[config.mk]
export PLATFORM = sky130hd
export DESIGN_NAME = mem_bus_arbiter
export DESIGN_NICKNAME = d
export VERILOG_FILES = /design/src/rtl/mem_bus_arbiter.sv
export SDC_FILE = /design/constraint.sdc
export NUM_CORES = 1
export LEC_CHECK = 0
export ABC_CLOCK_PERIOD_IN_PS = 7500
export CAP_MARGIN = 20
export CORE_AREA = 2 2 167 169
export DETAILED_ROUTE_END_ITERATION = 12
export DIE_AREA = 0 0 169 171
export PLACE_DENSITY = 0.48
export SYNTH_ARGS = -nofsm -noshare
export SYNTH_HDL_FRONTEND = slang
export SYNTH_SLANG_ARGS = --single-unit
[constraint.sdc]
create_clock -name clk -period 7.5 [get_ports clk]
set_input_delay 1.125 -clock clk [delete_from_list [all_inputs] [get_ports clk]]
set_output_delay 1.125 -clock clk [all_outputs]
set_load 0.02 [all_outputs]
[src/rtl/mem_bus_arbiter.sv]
// Memory-port arbiter: muxes dcache, icache demand and icache prefetch onto one bus
// and steers returned tags back to the requester that owns them.
`ifndef SYS_XLEN
`define SYS_XLEN 32
`endif

module mem_bus_arbiter #(
  parameter int STARVE_LIMIT = 4,
  parameter int PF_MAX_OUT   = 4
) (
  input  logic                 clk,
  input  logic                 rst,
  input  logic [1:0]           dc_cmd,
  input  logic [`SYS_XLEN-1:0] dc_addr,
  input  logic [63:0]          dc_data,
  input  logic [1:0]           ic_cmd,
  input  logic [`SYS_XLEN-1:0] ic_addr,
  input  logic [1:0]           pf_cmd,
  input  logic [`SYS_XLEN-1:0] pf_addr,
  output logic [1:0]           proc2mem_command,
  output logic [`SYS_XLEN-1:0] proc2mem_addr,
  output logic [63:0]          proc2mem_data,
  input  logic [3:0]           mem2proc_response,
  input  logic [3:0]           mem2proc_tag,
  input  logic [63:0]          mem2proc_data,
  output logic [3:0]           dc_response,
  output logic [3:0]           ic_response,
  output logic [3:0]           pf_response,
  output logic [3:0]           dc_tag,
  output logic [3:0]           ic_tag,
  output logic [3:0]           pf_tag,
  output logic [63:0]          mem_data_out,
  output logic                 pf_bus_priority,
  output logic                 arb_err
);

  localparam logic [1:0] BUS_NONE = 2'd0;
  localparam logic [1:0] BUS_LOAD = 2'd1;
  localparam int         SW       = $clog2(STARVE_LIMIT + 1);

  typedef enum logic [1:0] {
    OWN_NONE = 2'd0,
    OWN_DC   = 2'd1,
    OWN_IC   = 2'd2,
    OWN_PF   = 2'd3
  } owner_e;

  // Owner table: entry for tag i lives at bits [2*(i-1) +: 2], tags 1..15.
  logic [29:0]   owner_r;
  logic [29:0]   owner_nxt_s;
  logic [3:0]    pf_out_r;
  logic [SW-1:0] ic_starve_r;
  logic          arb_err_r;

  logic   dc_act_s, ic_act_s, pf_act_s, pf_elig_s, ic_force_s;
  logic   accept_s, alloc_s, tag_ret_s, pf_inc_s, pf_dec_s, ic_win_s;
  owner_e grant_s;
  owner_e ret_owner_s;

  // Request qualification and grant selection.
  always_comb begin
    dc_act_s   = (dc_cmd != BUS_NONE);
    ic_act_s   = (ic_cmd != BUS_NONE);
    pf_act_s   = (pf_cmd != BUS_NONE);
    pf_elig_s  = pf_act_s && (32'(pf_out_r) < PF_MAX_OUT);
    ic_force_s = ic_act_s && (32'(ic_starve_r) == STARVE_LIMIT);
    if (!rst) begin
      grant_s = OWN_NONE;
    end else if (ic_force_s) begin
      grant_s = OWN_IC;
    end else if (dc_act_s) begin
      grant_s = OWN_DC;
    end else if (ic_act_s) begin
      grant_s = OWN_IC;
    end else if (pf_elig_s) begin
      grant_s = OWN_PF;
    end else begin
      grant_s = OWN_NONE;
    end
  end

  // Memory-port mux and accept routing.
  always_comb begin
    proc2mem_command = BUS_NONE;
    proc2mem_addr    = {`SYS_XLEN{1'b0}};
    proc2mem_data    = 64'd0;
    case (grant_s)
      OWN_DC: begin
        proc2mem_command = dc_cmd;
        proc2mem_addr    = dc_addr;
        proc2mem_data    = dc_data;
      end
      OWN_IC: begin
        proc2mem_command = ic_cmd;
        proc2mem_addr    = ic_addr;
      end
      OWN_PF: begin
        proc2mem_command = pf_cmd;
        proc2mem_addr    = pf_addr;
      end
      default: begin
        proc2mem_command = BUS_NONE;
      end
    endcase
    dc_response     = (grant_s == OWN_DC) ? mem2proc_response : 4'd0;
    ic_response     = (grant_s == OWN_IC) ? mem2proc_response : 4'd0;
    pf_response     = (grant_s == OWN_PF) ? mem2proc_response : 4'd0;
    accept_s        = (grant_s != OWN_NONE) && (mem2proc_response != 4'd0);
    alloc_s         = accept_s && (proc2mem_command == BUS_LOAD);
    ic_win_s        = accept_s && (grant_s == OWN_IC);
    pf_inc_s        = alloc_s && (grant_s == OWN_PF);
    pf_bus_priority = rst && pf_act_s && (grant_s != OWN_PF);
    mem_data_out    = mem2proc_data;
    arb_err         = arb_err_r;
  end

  // Tag lookup, return steering and next owner table (allocation applied after clear).
  always_comb begin
    tag_ret_s   = rst && (mem2proc_tag != 4'd0);
    ret_owner_s = OWN_NONE;
    owner_nxt_s = owner_r;
    for (int i = 1; i < 16; i++) begin
      ret_owner_s = (mem2proc_tag == 4'(i)) ? owner_e'(owner_r[2*(i-1) +: 2]) : ret_owner_s;
      owner_nxt_s[2*(i-1) +: 2] = (tag_ret_s && (mem2proc_tag == 4'(i))) ? OWN_NONE
                                                                          : owner_nxt_s[2*(i-1) +: 2];
      owner_nxt_s[2*(i-1) +: 2] = (alloc_s && (mem2proc_response == 4'(i))) ? grant_s
                                                                             : owner_nxt_s[2*(i-1) +: 2];
    end
    pf_dec_s = tag_ret_s && (ret_owner_s == OWN_PF);
    dc_tag   = (tag_ret_s && (ret_owner_s == OWN_DC)) ? mem2proc_tag : 4'd0;
    ic_tag   = (tag_ret_s && (ret_owner_s == OWN_IC)) ? mem2proc_tag : 4'd0;
    pf_tag   = (tag_ret_s && (ret_owner_s == OWN_PF)) ? mem2proc_tag : 4'd0;
  end

  // Owner table, prefetch outstanding count, icache starvation and sticky error.
  always_ff @(posedge clk or negedge rst) begin
    if (!rst) begin
      owner_r     <= 30'd0;
      pf_out_r    <= 4'd0;
      ic_starve_r <= {SW{1'b0}};
      arb_err_r   <= 1'b0;
    end else begin
      owner_r <= owner_nxt_s;
      if (tag_ret_s && (ret_owner_s == OWN_NONE)) begin
        arb_err_r <= 1'b1;
      end else begin
        arb_err_r <= arb_err_r;
      end
      case ({pf_inc_s, pf_dec_s})
        2'b10: begin
          if (pf_out_r != 4'd15) pf_out_r <= pf_out_r + 4'd1;
          else pf_out_r <= pf_out_r;
        end
        2'b01: begin
          if (pf_out_r != 4'd0) pf_out_r <= pf_out_r - 4'd1;
          else pf_out_r <= pf_out_r;
        end
        default: pf_out_r <= pf_out_r;
      endcase
      if (!ic_act_s || ic_win_s) begin
        ic_starve_r <= {SW{1'b0}};
      end else if (32'(ic_starve_r) < STARVE_LIMIT) begin
        ic_starve_r <= ic_starve_r + SW'(1);
      end else begin
        ic_starve_r <= ic_starve_r;
      end
    end
  end

endmodule

==> results.toml, run 1 <==
[run_status]
outcome = "finished, final reports clean"

[worst_setup_path]
critical_path_class = "in -> out"
critPathLaunchType = "input port"
worstSetupEndpointType = "output port"
arrival_ns = 4.53
worstPathRequired_ns = 6.38
crit_fanout = 28

[clocking]
cts_root_buf = "clkbuf_16"
clk_latency_ns = 0.28
cts_tree = "done"
clk_pin_slew_ns = 0.06
ctsHoldBuffers = 0
post_cts_buffers = 0
post_cts_resized = 0
clockBufferDepth = 2
htreeDepth = 2
clock_sinks = 38
cts_made_buffers = 5

[global_routing]
grt_start_max_net_pins = 76
grt_pass1_vias = 4743
grt_usage = 0.1270
grt_pass1_wl_um = 28220
grt_overflow = 0
antenna_found_initial = 0

[synthesis]
yosysTopAreaCellShare = 0.2119
seq_area_frac_synth = 0.2119
synth-seq-cells = 38
synth_area_leaders = "dfrtp_1 21%, mux2i_1 13%, buf_4 11%"
synth_warnings = 0
synth_area_leader_cell = "dfrtp_1"
netlist_area_um2 = 4487
synth_cell_types = 61
synthArstFlopShare = 1.000
synthesis.instances = 555
syn_nets = 802
synth_ff_type = "dfrtp_1"
syn_avg_cell_area_um2 = 8.084
synth_edf_count = 0

[sta]
hold_slack_ns = 0.4751
finalHoldViolations = 0
worst_slew_pin_slew_ns = 0.9906
fmax_mhz = 176.7
setup_viol = 0
finalCritPeriodShare = 0.7544
rsz0062_at_grt = "no"
min_period_ns = 5.658
slew_headroom = 0.3376
drv_slew = 0
fin_skew_ns = 0.005978
tns_ns = 0

[final_layout]
mostFrequentLayoutCell = "clkdlybuf4s50_1"
drive_gt1_frac = 0.05636
syn_to_final_growth_pct = 66.34
nNetsFinal = 1010
antennaDiodeCount = 0
final_cell_mix = "298 x clkdlybuf4s50_1, 78 x nand2_1, 71 x and3_1"
post-route-util = 0.2731
final_cell_area_um2 = 7463
nFillCells = 2977

[route]
wire_per_inst_um = 17.73
vias_per_cell = 4.287
dr.pass1.iters = 4
drc_errors = 0
drtIter0Drc = 223
wl_um = 19660
ant_nets = 0
via_count = 4754

[floorplanning]
die_w_um = 169
initial_core_util = 0.1642
die_h_um = 171
dieArea_um2 = 28900
core_um2 = 27320
io_pins = 428
fp-row-count = 61

[worst_hold_path]
min_path_type = "reg -> reg"

[power_and_ir_drop]
vdd_drop_max_mv = 0.07066
p_per_area_nw_per_um2 = 161.0
leakagePower_nw = 3.016

[place]
hpwl_um = 15770
gp_congestion = 0.7415
io_buffers = 299
placed_cell_area_um2 = 7295

[job]
maxCapViolCount = 0
[cells by family (layout without fill, tap and decap cells)]
kind of cell / Yosys count / count (layout) / synth area share
fa+ha+maj: 7 / 7 / 0.02119
simple gates: 250 / 250 / 0.3394
mux: 60 / 60 / 0.1341
flops: 38 / 38 / 0.2119
xor+xnor: 5 / 5 / 0.009762
compound gates: 78 / 78 / 0.1205
buf+inv: 117 / 325 / 0.1631
[final cells by class]
class                   count  area (um2)  share of cell area
clock buffers               6       138.9             0.01861
repair buffers            306        3043              0.4077
well taps                 346       432.9             0.05800
inverters                  12       45.04            0.006035
flip-flops and latches     38       950.9              0.1274
clock inverters             1       30.03            0.004023
multi-input cells         400        2823              0.3782
[cell usage after synthesis, types with 2 or more instances]
master,number
a21o_1,2
a21oi_1,5
a22oi_1,8
a31oi_1,3
and2_1,10
and3_1,71
and3b_1,5
buf_2,9
buf_4,67
buf_8,2
clkbuf_1,25
dfrtp_1,38
ha_1,6
inv_1,11
mux2i_1,59
nand2_1,78
nand2b_1,6
nand3_1,10
nand3b_1,3
nand4_1,2
nor2_1,16
nor3_1,14
nor3b_1,6
nor4_1,2
nor4_2,5
nor4_4,10
nor4bb_1,2
o21ai_0,37
o22ai_1,4
o31ai_1,2
or2_2,4
xnor2_1,2
xor2_1,3
[critical path: stages]
cell and delay, ns:
clkdlybuf4s50_1 0.93, nor3b_1 0.75, a311oi_1 0.11, o22ai_1 0.25, a32o_1 0.49, nor3b_1 0.24
clkdlybuf4s50_1 0.63
[flip-flops by register name, summed over array words and instances, names as in the netlist]
signal and count:
owner_r 30, ic_starve_r 3, pf_out_r 4, arb_err 1
[layer usage]
metal	track usage	vias up	routed length, um
met1	0.1564	2231	8178
met4	0.02973	0	260
met5	0	-	0
met3	0.03077	20	1234
met2	0.2236	189	9985
li1	-	2314	-
[power by group]
group | total, mW | switching [mW] | internal [mW]
clock | 0.245 | 0.0813 | 0.164
sequential | 0.271 | 0.0340 | 0.237
combinational | 0.685 | 0.364 | 0.321
total | 1.20 | 0.479 | 0.723
[worst paths after layout]
path                                 startpoint              to  slack [ns]  cells past startpoint
worst max register to register   ic_starve_r[0]     pf_out_r[3]        3.97                     15
max in group asynchronous                   rst      owner_r[4]        5.66                      2
min in group asynchronous                   rst  ic_starve_r[0]        0.77                      1
worst min-delay path                    arb_err         arb_err        0.48                      1
worst min register to register          arb_err         arb_err        0.48                      1
worst max-delay path            mem2proc_tag[1]       ic_tag[1]        1.84                      7
[through the flow]
step | worst slack, ns | power [mW] | cells
floorplan | 3.460 | 0.6852 | 555
global placement | 1.949 | 0.9658 | 1102
detailed placement | 1.868 | 0.9629 | 1102
CTS | 1.865 | 1.213 | 1109
global route | 1.558 | 1.275 | 1109
finish | 1.842 | 1.202 | 1109
(Power assumes the default switching activity.)
==> inputs of run 2 (changes only) <==
--- a/config.mk
+++ b/config.mk
@@ -5,11 +5,11 @@
 export SDC_FILE = /design/constraint.sdc
 export NUM_CORES = 1
 export LEC_CHECK = 0
-export ABC_CLOCK_PERIOD_IN_PS = 7500
+export ABC_CLOCK_PERIOD_IN_PS = 4800
 export CAP_MARGIN = 20
-export CORE_AREA = 2 2 167 169
+export CORE_AREA = 2 2 169 171
 export DETAILED_ROUTE_END_ITERATION = 12
-export DIE_AREA = 0 0 169 171
+export DIE_AREA = 0 0 171 173
 export PLACE_DENSITY = 0.48
 export SYNTH_ARGS = -nofsm -noshare
 export SYNTH_HDL_FRONTEND = slang
==> constraint.sdc (replaced) <==
create_clock -name clk -period 4.8 [get_ports clk]
set_input_delay 0.72 -clock clk [delete_from_list [all_inputs] [get_ports clk]]
set_output_delay 0.72 -clock clk [all_outputs]
set_load 0.02 [all_outputs]
==> run 2 against run 1 <==
Against the previous run: routed wire length fell by 0.62%; die area rose by 2.4%; critical path type unchanged; utilization grew 0.13 points; largest cell class unchanged; total power up 52%.
==> results.toml, run 2 (same netlist as run 1, synthesis figures left out) <==
[worst_setup_path]
rr_worst_depth = 14
critPathSlowestCell = "clkdlybuf4s50_1"
timing.critical_path.mode_cell = "clkdlybuf4s50_1"
critical_path.cell_chain = "clkdlybuf4s50_1 > clkinv_1 > a211o_1 > o31ai_1 > a32o_1 > nor3b_1 > clkdlybuf4s50_1"
arrival_ns = 3.74
slowest_delay_ns = 0.84
startpoint = "mem2proc_tag[0]"
worstSetupEndpointType = "output port"
crit_family = "buffers and inverters"
critPathLaunchType = "input port"
crit_fanout = 17
rr_startpoint = "ic_starve_r[0]"
crit_buf_inv = 3
worstPathRequired_ns = 4.08
cp.depth = 7
critical_path_class = "in -> out"

[sta]
worst_slew_pin_slew_ns = 0.9607
finalHoldViolations = 0
drv_slew = 0
setup_viol = 0
slew_headroom = 0.3596
fmax_mhz = 224.1
finalCritPeriodShare = 0.9296
tns_ns = 0
fin_skew_ns = 0.002837
min_period_ns = 4.462
rsz0062_at_grt = "no"

[final_layout]
largestRegisters = "owner_r (30), pf_out_r (4), ic_starve_r (3)"
final_cells = 1154
nFillCells = 3015
drive_gt1_frac = 0.06848
mostFrequentLayoutCell = "clkdlybuf4s50_1"
syn_to_final_growth_pct = 68.99
multi_input_area_um2 = 2825
nNetsFinal = 1021
post-route-util = 0.2744
final_cell_area_um2 = 7582
final_cell_mix = "298 x clkdlybuf4s50_1, 77 x nand2_1, 71 x and3_1"
largest_reg_flops = 30
top_register = "owner_r"
layout.area.seq_um2 = 950.9

[floorplanning]
dieArea_um2 = 29580
core_um2 = 27630
die_h_um = 173
initial_core_util = 0.1624
die_w_um = 171
io_pins = 428
fp-row-count = 61

[global_routing]
grt_usage = 0.1266
grt_pass1_vias = 4994
grt_pass1_wl_um = 28920
antenna_found_initial = 2
grt_overflow = 0
grt_start_max_net_pins = 104

[power_and_ir_drop]
p_total_mw = 1.829
leakagePower_nw = 3.058
p_per_area_nw_per_um2 = 241.2
vdd_drop_max_mv = 0.1063

[clocking]
clockBufferDepth = 2
post_cts_resized = 0
post_cts_buffers = 0
htreeDepth = 2
cts_root_buf = "clkbuf_16"
clk_latency_ns = 0.28
cts_made_buffers = 5
clock_sinks = 38
cts_tree = "done"
clk_pin_slew_ns = 0.05
ctsHoldBuffers = 0

[route]
wl_um = 19540
ant_nets = 0
wl_met1_um = 8060
drtIter0Drc = 236
vias_per_cell = 4.184
routed-wl-met2_um = 9861
top_layer_used = "met4"
dr.pass1.iters = 4
wire_per_inst_um = 16.93
drc_errors = 0
via_count = 4828
met3_length_um = 1323

[place]
io_buffers = 299
dp.cells = 1145
gp_congestion = 0.7979
placed_cell_area_um2 = 7445
hpwl_um = 15770

[job]
maxCapViolCount = 0

[worst_hold_path]
hold_start = "arb_err"
hold_depth = 1
min_path_type = "reg -> reg"

[run_status]
outcome = "finished, final reports clean"
-- run 2: cell count changes in the layout (fill, tap and decap cells not counted) --
cell,delta
bufinv_16,-1
diode_2,+2
nand2_1,-1
nand2_2,+1
clkbuf_8,-1
buf_12,+2
buf_4,+9
clkbuf_1,+2
-- run 2: worst paths after layout --
| kind | to | slack (ns) |
|---|---|---|
| setup / recovery | ic_tag[0] | 0.34 |
| setup reg to reg | pf_out_r[3] | 1.21 |
| max in group asynchronous | owner_r[16] | 3.35 |
| hold reg to reg | arb_err | 0.48 |
| hold / removal | arb_err | 0.48 |
| min in group asynchronous | pf_out_r[3] | 0.84 |
-- run 2: report_power, final --
part | internal, mW | switching (mW)
combinational | 0.521 | 0.573
sequential | 0.371 | 0.0510
clock | 0.190 | 0.123
total | 1.08 | 0.747
-- run 2: worst reg2reg max path, stage by stage (launching register included) --
cell	delay, ns
dfrtp_1	0.40
inv_1	0.07
ha_1	0.15
o211ai_2	0.11
o21ai_1	0.20
nand2_2	0.38
nor2_1	0.69
nand4_1	0.19
ha_1	0.30
ha_1	0.29
a21o_1	0.18
a21oi_1	0.17
xnor2_1	0.13
nor2_1	0.06
xor2_1	0.16
-- run 2: final cells by class --
class / instances / share of cell area
clock buffer: 7 / 0.01749
inverter: 12 / 0.005941
sequential: 38 / 0.1254
antenna: 2 / 0.0006601
tap: 378 / 0.06238
multi-input combinational: 400 / 0.3726
timing repair buffer: 317 / 0.4155
-- run 2: per-stage QoR --
step / hold slack, ns / worst slack (ns)
after global placement: 0.4616 / 0.3688
after floorplan: 0.4244 / 1.381
final: 0.4778 / 0.3378
after global routing: 0.5148 / 0.1203
after CTS: 0.4814 / 0.3134
after detailed placement: 0.4681 / 0.3208
-- run 2: routing by layer --
metal / vias up / track usage
met5: - / 0
met4: 0 / 0.03213
met3: 21 / 0.02815
met2: 218 / 0.2282
met1: 2246 / 0.1503
li1: 2343 / -
==> inputs of run 3 (changes only) <==
--- a/config.mk
+++ b/config.mk
@@ -10,6 +10,7 @@
 export CORE_AREA = 2 2 169 171
 export DETAILED_ROUTE_END_ITERATION = 12
 export DIE_AREA = 0 0 171 173
+export HOLD_SLACK_MARGIN = 0.1
 export PLACE_DENSITY = 0.48
 export SYNTH_ARGS = -nofsm -noshare
 export SYNTH_HDL_FRONTEND = slang
==> results of run 3 <==
The final DEF is identical to that of run 2; final timing and power are the same.
==> RTL change 1: new RTL, config.mk and constraints of run 2 <==
`STARVE_LIMIT`: 4 -> 2.
--- a/src/rtl/mem_bus_arbiter.sv
+++ b/src/rtl/mem_bus_arbiter.sv
@@ -6,5 +6,5 @@
 
 module mem_bus_arbiter #(
-  parameter int STARVE_LIMIT = 4,
+  parameter int STARVE_LIMIT = 2,
   parameter int PF_MAX_OUT   = 4
 ) (
Check against the original RTL: not equivalent (Yosys sat finds a counterexample within 4 cycles, from zero or initial values and one cycle with rst low).
==> RTL change 1 against run 2 <==
First-iteration DRC count up 100%. Synthesized cell count down 4.1%. Power up 11%. Final area down 4.2%. Synthesized area down 6.6%. Routed wire length up 39%. Worst setup slack better by 63 ps. Non-clock buffer count up 1. Sequential cell count down 1.
==> RTL change 1: results (changes against run 2) <==
power.static_leakage_nw: 3.104  # was 3.058 nW
irDropWorstVdd_v: 0.0001290  # was 0.0001063 V
ctsHtreeMaxLevel: 2  # unchanged
hpwl_um: 22410  # was 15770 µm
clock_latency_ps: 290
via_count: 4930  # was 4828
clk_pin_slew_ps: 60
drt_iter0_drc: 472  # was 236
grt_pass1_wl_um: 37450  # was 28920 µm
preCtsSetupSlack_ps: 448.5  # was 320.8 ps
synth.net_count: 778  # was 802
finClkSkew_ps: 5.093  # was 2.837 ps
drt_first_pass_iters: 6  # was 4
worst_slew_pin_slew_ps: 674.3  # was 960.7 ps
yosysWarnings: 0  # unchanged
grt_pass1_vias: 4987  # was 4994
antenna_found_initial: 0  # was 2
synth.distinct_cells: 60  # was 61
synthTopCellsByArea: "dfrtp_1, buf_4, and3_1"  # was dfrtp_1, mux2i_1, buf_4
diodes: 0  # was 2
ys_seq_area_share_pct: 22.09  # was 21.19%
cts_root_buf: "clkbuf_16"  # unchanged
hold_class: "primary input to asynchronous set/reset pin"  # was flip-flop to flip-flop
cts_buffers: 5  # unchanged
top_regs: "owner_r x30, pf_out_r x4, ic_starve_r x2"  # was owner_r x30, pf_out_r x4, ic_starve_r x3
clockBufferDepth: 2  # unchanged
io_buffers: 299  # unchanged
async_flop_share_pct: 100.0  # unchanged
nets: 993  # was 1021
cts_resized: 0  # unchanged
wirelength_um: 27220  # was 19540 µm
synth_common_cells: "and3_1, buf_4, nand2_1, dfrtp_1, mux2i_1"  # was nand2_1, and3_1, buf_4, mux2i_1, dfrtp_1
grt_max_degree: 48  # was 104
status: "complete, no violations"  # unchanged
cp_max_fo: 16  # was 17
track_usage_pct: 17.72  # was 12.66%
cts_setup_buffers: 0  # unchanged
ys.flop_type: "dfrtp_1"  # unchanged
cp.arrival_ps: 3680  # was 3740 ps
place_congestion: 0.8521  # was 0.7979
layout-drive-gt1-share_pct: 5.615  # was 6.848%
RTL change 1: cell count changes in the layout (fill, tap and decap cells not counted), sizes merged, moves of 5 or more:
cell / before / now
a21oi: 5 / 11
nand2: 78 / 52
o21ai: 38 / 12
mux2i: 59 / 37
nor3: 15 / 3
a222oi: 0 / 32
nor2: 16 / 35
and4b: 0 / 7
inv: 11 / 33
a22oi: 8 / 1
nor4: 17 / 4
nor2b: 1 / 6
RTL change 1: path summary, 6_finish.rpt:
path                       cells past startpoint  slack, ps                 endpoint                     from
setup / recovery                               7        400                dc_tag[2]          mem2proc_tag[3]
hold / removal                                 1        310  owner_r[20]$_DFFE_PN0P_                      rst
setup reg to reg                              12       1830  pf_out_r[3]$_DFFE_PN0P_  owner_r[13]$_DFFE_PN0P_
hold reg to reg                                2        470      arb_err$_DFFE_PN0P_      arb_err$_DFFE_PN0P_
max in group asynchronous                      2       3720  owner_r[24]$_DFFE_PN0P_                      rst
min in group clk                               2        470      arb_err$_DFFE_PN0P_      arb_err$_DFFE_PN0P_
RTL change 1: logic make-up (layout without fill, tap and decap cells):
kind of cell,after synthesis,count (layout),synth area share (%)
xor+xnor,6,6,1.254
fa+ha+maj,6,6,1.970
flops,37,37,22.09
buf+inv,143,359,19.70
mux,37,37,8.836
simple gates,227,227,30.99
compound gates,76,76,15.16
RTL change 1: routing by layer:
layer | wire length (µm) | track usage [%]
met1 | 12180 | 24.10
met2 | 10040 | 22.06
met3 | 4722 | 13.41
met4 | 274 | 2.860
met5 | 0 | 0
RTL change 1: critical path, cell delays in order:
cell	delay [ps]
clkdlybuf4s50_1	900
nand2_1	190
nor3b_1	290
nand4bb_1	170
o311a_1	480
nor4b_2	280
clkdlybuf4s50_1	640
RTL change 1: per-stage QoR:
step	hold WS, ps	area, µm²	instances
detailed placement	461.5	7093	1118
global route	311.7	7266	1126
finish	305.8	7266	1126
floorplan	424.4	4192	532
global placement	460.8	7093	1118
CTS	311.6	7266	1126
RTL change 1: area by class of cell:
type,instances,area [µm²]
Clock buffer,7,142.6
Clock inverter,1,30.03
Fill cell,3015,20360
Inverter,33,123.9
Multi-Input combinational cell,352,2440
Sequential cell,37,925.9
Tap cell,378,473.0
Timing Repair Buffer,318,3131
RTL change 1: report_power, final:
part	leakage, nW	switching, W	total, W	internal, W
logic	2.52	0.000668	0.00121	0.000543
clock network	0.0841	0.000128	0.000387	0.000259
registers	0.496	0.0000585	0.000429	0.000370
==> RTL change 2: new RTL, flow settings as in run 2 <==
Without the edit above. Register the output `pf_bus_priority`, with the module's reset; this adds one clock of latency there. The other outputs are not delayed to match.
--- a/src/rtl/mem_bus_arbiter.sv
+++ b/src/rtl/mem_bus_arbiter.sv
@@ -45,4 +45,6 @@
     OWN_PF   = 2'd3
   } owner_e;
+
+  logic pf_bus_priority_d;
 
   // Owner table: entry for tag i lives at bits [2*(i-1) +: 2], tags 1..15.
@@ -110,5 +112,5 @@
     ic_win_s        = accept_s && (grant_s == OWN_IC);
     pf_inc_s        = alloc_s && (grant_s == OWN_PF);
-    pf_bus_priority = rst && pf_act_s && (grant_s != OWN_PF);
+    pf_bus_priority_d = rst && pf_act_s && (grant_s != OWN_PF);
     mem_data_out    = mem2proc_data;
     arb_err         = arb_err_r;
@@ -168,4 +170,12 @@
   end
 
+  always_ff @(posedge clk or negedge rst) begin
+    if (!rst) begin
+      pf_bus_priority <= '0;
+    end else begin
+      pf_bus_priority <= pf_bus_priority_d;
+    end
+  end
+
 endmodule
 
Behaviour: not the same (a bounded check fails within 4 cycles, from zero or initial values and one cycle with rst low).
==> RTL change 2 against run 2 <==
Clock skew rose by 1.9 ps. Final area rose by 0.31%. Routed wire length rose by 1.6%. Worst setup slack improved by 45 ps. Critical path type unchanged. Synthesized area rose by 0.56%. Power rose by 2.7%. Sequential cell count rose by 1. Synthesized cell count rose by 0.18%.
==> RTL change 2: results (changes against run 2) <==
hold_class: "flip-flop to flip-flop"  # unchanged
yosysTopAreaCellShare_pct: 21.63  # was 21.19%
synth.distinct_cells: 61  # unchanged
drt_first_pass_iters: 4  # unchanged
cts_buffers: 5  # unchanged
nets: 1019  # was 1021
diodes: 0  # was 2
layout-drive-gt1-share_pct: 6.606  # was 6.848%
clock_latency_ps: 270
synth_common_cells: "nand2_1, and3_1, buf_4, mux2i_1, dfrtp_1"  # unchanged
track_usage_pct: 12.68  # was 12.66%
synthTopCellsByArea: "dfrtp_1, mux2i_1, buf_4"  # unchanged
antenna_found_initial: 0  # was 2
cp_top_family: "buffers and inverters"  # unchanged
fillers: 3016  # was 3015
hpwl_um: 16170  # was 15770 µm
slowest_stage: "clkdlybuf4s50_1"  # unchanged
clockBufferDepth: 2  # unchanged
cts_root_buf: "clkbuf_16"  # unchanged
slew_headroom_pct: 54.35  # was 35.96%
cts_resized: 0  # unchanged
cts_setup_buffers: 0  # unchanged
wl_per_cell_um: 17.26  # was 16.93 µm
drv_slew: 0  # unchanged
top_regs: "owner_r x30, pf_out_r x4, ic_starve_r x3"  # unchanged
grt_pass1_vias: 4893  # was 4994
finClkSkew_ps: 4.702  # was 2.837 ps
status: "complete, no violations"  # unchanged
cp.arrival_ps: 3700  # was 3740 ps
setup_ws_ps: 383.0  # was 337.8 ps
grt_pass1_wl_um: 29080  # was 28920 µm
io_buffers: 299  # unchanged
r2r_slack_ps: 1360  # was 1210 ps
grt_max_degree: 74  # was 104
cp_max_fo: 15  # was 17
via_count: 4740  # was 4828
power.static_leakage_nw: 3.070  # was 3.058 nW
place_congestion: 0.8234  # was 0.7979
ys_seq_area_share_pct: 21.63  # was 21.19%
slowest_delay_ps: 720  # was 840 ps
synth.net_count: 803  # was 802
irDropWorstVdd_v: 0.0001446  # was 0.0001063 V
-- RTL change 2: changes by cell type after synthesis --
cell     delta
dfrtp_1     +1
-- RTL change 2: cell families (layout without fill, tap and decap cells) --
kind of cell             Yosys count  after routing  synth area share, %
AO/OA/AOI/OAI                     78             78                11.98
XOR/XNOR                           5              5               0.9708
AND/OR/NAND/NOR                  250            250                33.75
multiplexers                      60             60                13.34
buffers and inverters            117            333                16.22
flip-flops                        39             39                21.63
adder cells (fa/ha/maj)            7              7                2.108
-- RTL change 2: path summary, 6_finish.rpt --
path                                            startpoint  cells past startpoint                         end
worst max-delay path                       mem2proc_tag[3]                      7                   ic_tag[2]
worst min-delay path                   arb_err$_DFFE_PN0P_                      1         arb_err$_DFFE_PN0P_
worst max register to register  ic_starve_r[0]$_DFFE_PN0P_                     14     pf_out_r[3]$_DFFE_PN0P_
worst min register to register         arb_err$_DFFE_PN0P_                      1         arb_err$_DFFE_PN0P_
max in group asynchronous                              rst                      2  ic_starve_r[1]$_DFFE_PN0P_
min in group asynchronous                              rst                      2      owner_r[2]$_DFFE_PN0P_
-- RTL change 2: through the flow --
step / hold WS [ps] / instances / utilization (%) / instance area (µm²)
after detailed placement: 473.1 / 1143 / 26.95 / 7447
after global routing: 496.2 / 1150 / 27.53 / 7606
after floorplan: 424.4 / 556 / - / 4512
final: 480.1 / 1150 / 27.53 / 7606
after global placement: 477.4 / 1143 / 26.95 / 7447
after CTS: 485.0 / 1150 / 27.53 / 7606
-- RTL change 2: worst reg2reg max path, stage by stage, from the launching register on --
cell	delay (ps)
dfrtp_1	380
inv_1	60
ha_1	200
o211ai_2	90
o21a_2	380
o21ai_4	230
nor2_1	550
nand4_1	200
ha_1	260
ha_1	280
a21o_1	170
a21oi_1	170
xnor2_1	140
nor2_1	70
xor2_1	160
-- RTL change 2: cell type report --
cell class | count | area (µm²) | share of cell area (%)
Sequential cell | 39 | 975.9 | 12.83
Tap cell | 378 | 473.0 | 6.218
Clock buffer | 6 | 128.9 | 1.694
Clock inverter | 1 | 30.03 | 0.3948
Timing Repair Buffer | 314 | 3128 | 41.13
Inverter | 12 | 45.04 | 0.5922
Multi-Input combinational cell | 400 | 2825 | 37.14
-- RTL change 2: routing by layer --
metal  global-route usage, %  part of all wire (%)
met1                   14.53                    40
met4                   2.825                   2.0
met3                   3.067                   7.1
met2                   23.45                    51
met5                       0                     0
-- RTL change 2: where the power goes --
| group | internal, W | switching, W |
|---|---|---|
| Clock | 0.000242 | 0.000123 |
| Combinational | 0.000516 | 0.000566 |
| Sequential | 0.000380 | 0.0000497 |
| Total | 0.00114 | 0.000739 |
